===== src/rtl/req_encoder_seq.sv =====
// Sequential N-to-log2(N) request encoder: synchronises request lines, latches events
// into a pending register and issues one index at a time over valid/ready.
// Optional macro ROUND_ROBIN_EN replaces fixed highest-index priority with round-robin.
module req_encoder_seq #(
    parameter int N    = 4,
    parameter int W    = 2,
    parameter bit EDGE = 1'b1
) (
    input  logic         clk,
    input  logic         rst,
    input  logic [N-1:0] req_in,
    input  logic         out_ready,
    input  logic         clr_ovf,
    output logic [W-1:0] out_code,
    output logic         out_valid,
    output logic         any_pending,
    output logic         ovf
);

    logic [N-1:0] sync1_q;
    logic [N-1:0] sync2_q;
    logic [N-1:0] reqDly_q;
    logic [N-1:0] pending_q;
    logic [N-1:0] pending_d;
    logic [W-1:0] outCode_q;
    logic         outValid_q;
    logic         ovf_q;
    logic         ovf_d;

    logic [N-1:0] eventVec;
    logic [N-1:0] issueMask;
    logic [W-1:0] selIdx;
    logic         doLoad;
    logic         doIssue;

    assign eventVec = EDGE ? (sync2_q & ~reqDly_q) : sync2_q;
    assign doLoad   = ~outValid_q | out_ready;
    assign doIssue  = doLoad & (|pending_q);

`ifdef ROUND_ROBIN_EN
    logic [W-1:0] lastGrant_q;

    // Search starts just after the last granted index and wraps, so every bit gets a turn.
    always_comb begin
        logic         found;
        logic [W-1:0] idx;
        selIdx = '0;
        found  = 1'b0;
        idx    = '0;
        for (int k = 1; k <= N; k++) begin
            idx = lastGrant_q + W'(k);
            if (!found && pending_q[idx]) begin
                selIdx = idx;
                found  = 1'b1;
            end
        end
    end

    always_ff @(posedge clk or posedge rst) begin
        if (rst) begin
            lastGrant_q <= W'(N - 1);
        end else if (doIssue) begin
            lastGrant_q <= selIdx;
        end
    end
`else
    // Later iterations overwrite earlier ones, so the highest pending index wins.
    always_comb begin
        selIdx = '0;
        for (int i = 0; i < N; i++) begin
            if (pending_q[i]) begin
                selIdx = W'(i);
            end
        end
    end
`endif

    assign issueMask = doIssue ? (N'(1) << selIdx) : '0;

    // A new event on a bit being issued in the same cycle re-arms it (set wins).
    always_comb begin
        pending_d = (pending_q & ~issueMask) | eventVec;
        ovf_d     = ovf_q;
        if (clr_ovf) begin
            ovf_d = 1'b0;
        end
        if (EDGE && (|(eventVec & pending_q & ~issueMask))) begin
            ovf_d = 1'b1;
        end
    end

    always_ff @(posedge clk or posedge rst) begin
        if (rst) begin
            sync1_q    <= '0;
            sync2_q    <= '0;
            reqDly_q   <= '0;
            pending_q  <= '0;
            outCode_q  <= '0;
            outValid_q <= 1'b0;
            ovf_q      <= 1'b0;
        end else begin
            sync1_q   <= req_in;
            sync2_q   <= sync1_q;
            reqDly_q  <= sync2_q;
            pending_q <= pending_d;
            ovf_q     <= ovf_d;
            if (doLoad) begin
                outValid_q <= |pending_q;
                if (|pending_q) begin
                    outCode_q <= selIdx;
                end
            end
        end
    end

    assign out_code    = outCode_q;
    assign out_valid   = outValid_q;
    assign any_pending = |pending_q;
    assign ovf         = ovf_q;

endmodule


===== config.mk =====
export PLATFORM = sky130hd
export DESIGN_NAME = req_encoder_seq
export DESIGN_NICKNAME = d
export VERILOG_FILES = /design/src/rtl/req_encoder_seq.sv
export SDC_FILE = /design/constraint.sdc
export NUM_CORES = 1
export LEC_CHECK = 0
export ABC_AREA = 0
export CORE_AREA = 3 3 44 46
export DETAILED_ROUTE_END_ITERATION = 7
export DIE_AREA = 0 0 47 49
export GPL_ROUTABILITY_DRIVEN = 0
export GPL_TIMING_DRIVEN = 0
export PLACE_DENSITY = 0.75
export RECOVER_POWER = 100
export SYNTH_ARGS = -nofsm -noshare
export SYNTH_HDL_FRONTEND = slang
export SYNTH_SLANG_ARGS = --single-unit

===== constraint.sdc =====
create_clock -name clk -period 2.5 [get_ports clk]
set_input_delay 0.75 -clock clk [delete_from_list [all_inputs] [get_ports clk]]
set_output_delay 0.75 -clock clk [all_outputs]
set_load 0.05 [all_outputs]

==> flow_summary.ini <==
[die]
core_um2 = 1541
die_h_um = 49
die_width_um = 47
rows = 14
io_pins = 13
start_util = 0.4651
die-area_um2 = 2303

[global_route]
antenna_found_initial = 0
grt_max_degree = 21
track_usage = 0.1119
grt_pass1_vias = 453
grt_pass1_wl_um = 1849
grt-ovfl-total = 0

[clock_tree]
htreeDepth = 1
cts_max_path_buffers = 2
numCtsBuffers = 3
clkLatencyLatePin_ns = 0.30
clk_pin_slew_ns = 0.11
post_cts_buffers = 0
cts_tree = yes
clock-sinks = 20
cts_resized = 1
cts-root-buf = clkbuf_4
cts_hold_buf = 0

[synth]
yosys_warnings = 0
syn-num-nets = 64
synth_area_um2 = 716.9
synth.distinct_cells = 22
ys_seq_area_frac = 0.6981
syn_inst = 56
postSynthAreaPerCell_um2 = 12.80
ys_ff_latch = 20

[power_and_ir_drop]
p_comb_frac = 0.156
power_frac_seq = 0.566
clkPwrFrac = 0.279
power_density_nw_per_um2 = 727.5
sw_frac_of_total = 0.2683
p_switching_uw = 175.1
leakage_uw = 0.0003899
power_uw = 652.6
intPower_uw = 477.5
vdd_drop_max_mv = 0.3923

[setup_path]
timing.critical_path.cells = nor4_2 -> inv_1 -> dlygate4sd2_1
endpoint_kind = output pin
critPathArrivalTime_ns = 1.59
setup.worst_path.start_class = register
path_buf_inv = 2
critPathRequiredTime_ns = 1.75
slowest_stage = dfrtp_1
cp_slowest_stage_delay_ns = 0.46
cp_max_fo = 7
cp_top_family = buffers and inverters
critPathKind = reg -> out

[timing]
fmaxAchievable_mhz = 427.7
slew_violations = 0
finalSetupTns_ns = 0
hold_ws_ns = 0.3588
setup_viol_count_final = 0
period_share = 0.9352
fin_worst_skew_ns = 0.004715
worst_slew_pin_slew_ns = 0.7058
finalHoldViolCount = 0
layout_min_cycle_time_ns = 2.338
slew_headroom = 0.5289
rsz0062_at_grt = no

[detailed_routing]
wl_per_cell_um = 12.06
via_per_inst = 5.091
num_vias = 448
firstDrtPassIters = 2
drtIter0Drc = 2
drc_errors = 0
wirelength_um = 1061
antenna_left = 0

[finish]
n_antenna_cell = 0
syn_to_final_growth_pct = 25.13
layout_common_cells = 20 x dfrtp_1, 10 x dlygate4sd3_1, 9 x inv_1
nets = 81
layout_commonest_cell = dfrtp_1
layout-drive-gt1-share = 0.1111

[place]
hpwl_um = 798.5
io_buffers = 12

[min_path]
hold_class = reg -> reg

[run_status]
status = finished clean

[run]
drv_cap = 0
-- metal layers --
layer  part of all wire  global-route usage
met1               0.44              0.1381
met2               0.48              0.1719
met3              0.061             0.03321
met4              0.022             0.05530
met5                  0                   0
-- synthesized netlist by cell type, drive strengths merged --
| cell type | number | share of area |
|---|---|---|
| nor2 | 3 | 0.016 |
| inv | 9 | 0.047 |
| nor2b | 3 | 0.026 |
| o21ai | 4 | 0.028 |
| o2bb2ai | 1 | 0.012 |
| o22ai | 2 | 0.017 |
| nor4 | 1 | 0.0087 |
| buf | 2 | 0.023 |
| or3 | 1 | 0.016 |
| o2111ai | 2 | 0.033 |
| dfrtp | 20 | 0.70 |
| nand2 | 1 | 0.0052 |
| a32oi | 1 | 0.012 |
| a21o | 1 | 0.010 |
| nand2b | 1 | 0.0087 |
| nand4 | 1 | 0.0087 |
| a2111o | 1 | 0.016 |
| a21oi | 1 | 0.0070 |
| nor3 | 1 | 0.0070 |
-- cells by family after synthesis --
family,after synthesis,share of synthesized area
flip-flops,20,0.6981
AND/OR/NAND/NOR,12,0.09599
buffers and inverters,11,0.06980
AO/OA/AOI/OAI,13,0.1361
-- power by group through the flow --
stage | logic (uW) | clock network (uW) | registers (uW)
final | 102 | 182 | 369
after global routing | 111 | 206 | 373
after CTS | 108 | 187 | 369
after detailed placement | 108 | 0 | 375
after global placement | 106 | 0 | 373
after floorplan | 43.0 | 0 | 399
-- metrics by stage --
step             util  cell area (um^2)  std cells  setup slack [ns]
6_report       0.5820             897.1         88            0.1620
3_3_place_gp   0.5560             857.1         84           0.09852
5_1_grt        0.5820             897.1         88           0.03604
2_1_floorplan       -             716.9         56            0.6482
3_5_place_dp   0.5560             857.1         84            0.1150
4_1_cts        0.5787             892.1         88           0.05288
-- area by class of cell --
class	instances	area, um^2
multi-input cells	25	172.7
flip-flops and latches	20	500.5
repair buffers	12	118.9
plain buffers	2	15.01
clock buffers	4	36.28
fillers	145	644.4
inverters	9	33.78
well taps	16	20.02
-- path summary, 6_finish.rpt --
check                                        from                       to  slack [ns]  depth (start not counted)
max in group asynchronous                     rst  out_code[0]$_DFFE_PP0N_        1.07                          2
max reg2reg                pending_q[2]$_DFF_PP0_          ovf$_DFFE_PP0P_        1.25                          3
min in group asynchronous                     rst     sync2_q[1]$_DFF_PP0_        0.99                          2
max                        pending_q[2]$_DFF_PP0_              any_pending        0.16                          3
min reg2reg                  sync1_q[3]$_DFF_PP0_     sync2_q[3]$_DFF_PP0_        0.36                          0
min                          sync1_q[3]$_DFF_PP0_     sync2_q[3]$_DFF_PP0_        0.36                          0
-- registers in the layout, summed over array words and instances (netlist names) --
| signal | flops |
|---|---|
| pending_q | 4 |
| reqDly_q | 4 |
| sync1_q | 4 |
| sync2_q | 4 |
| out_code | 2 |
| out_valid | 1 |
| ovf | 1 |
-- worst register-to-register path, delay by kind of cell (launching register included) --
| kind | cells | cell delay, ns |
|---|---|---|
| and+or+nand+nor | 2 | 0.50 |
| DFF | 1 | 0.46 |
| AOI/OAI and AO/OA | 1 | 0.17 |
No activity file was read; power rests on OpenSTA's default activity.
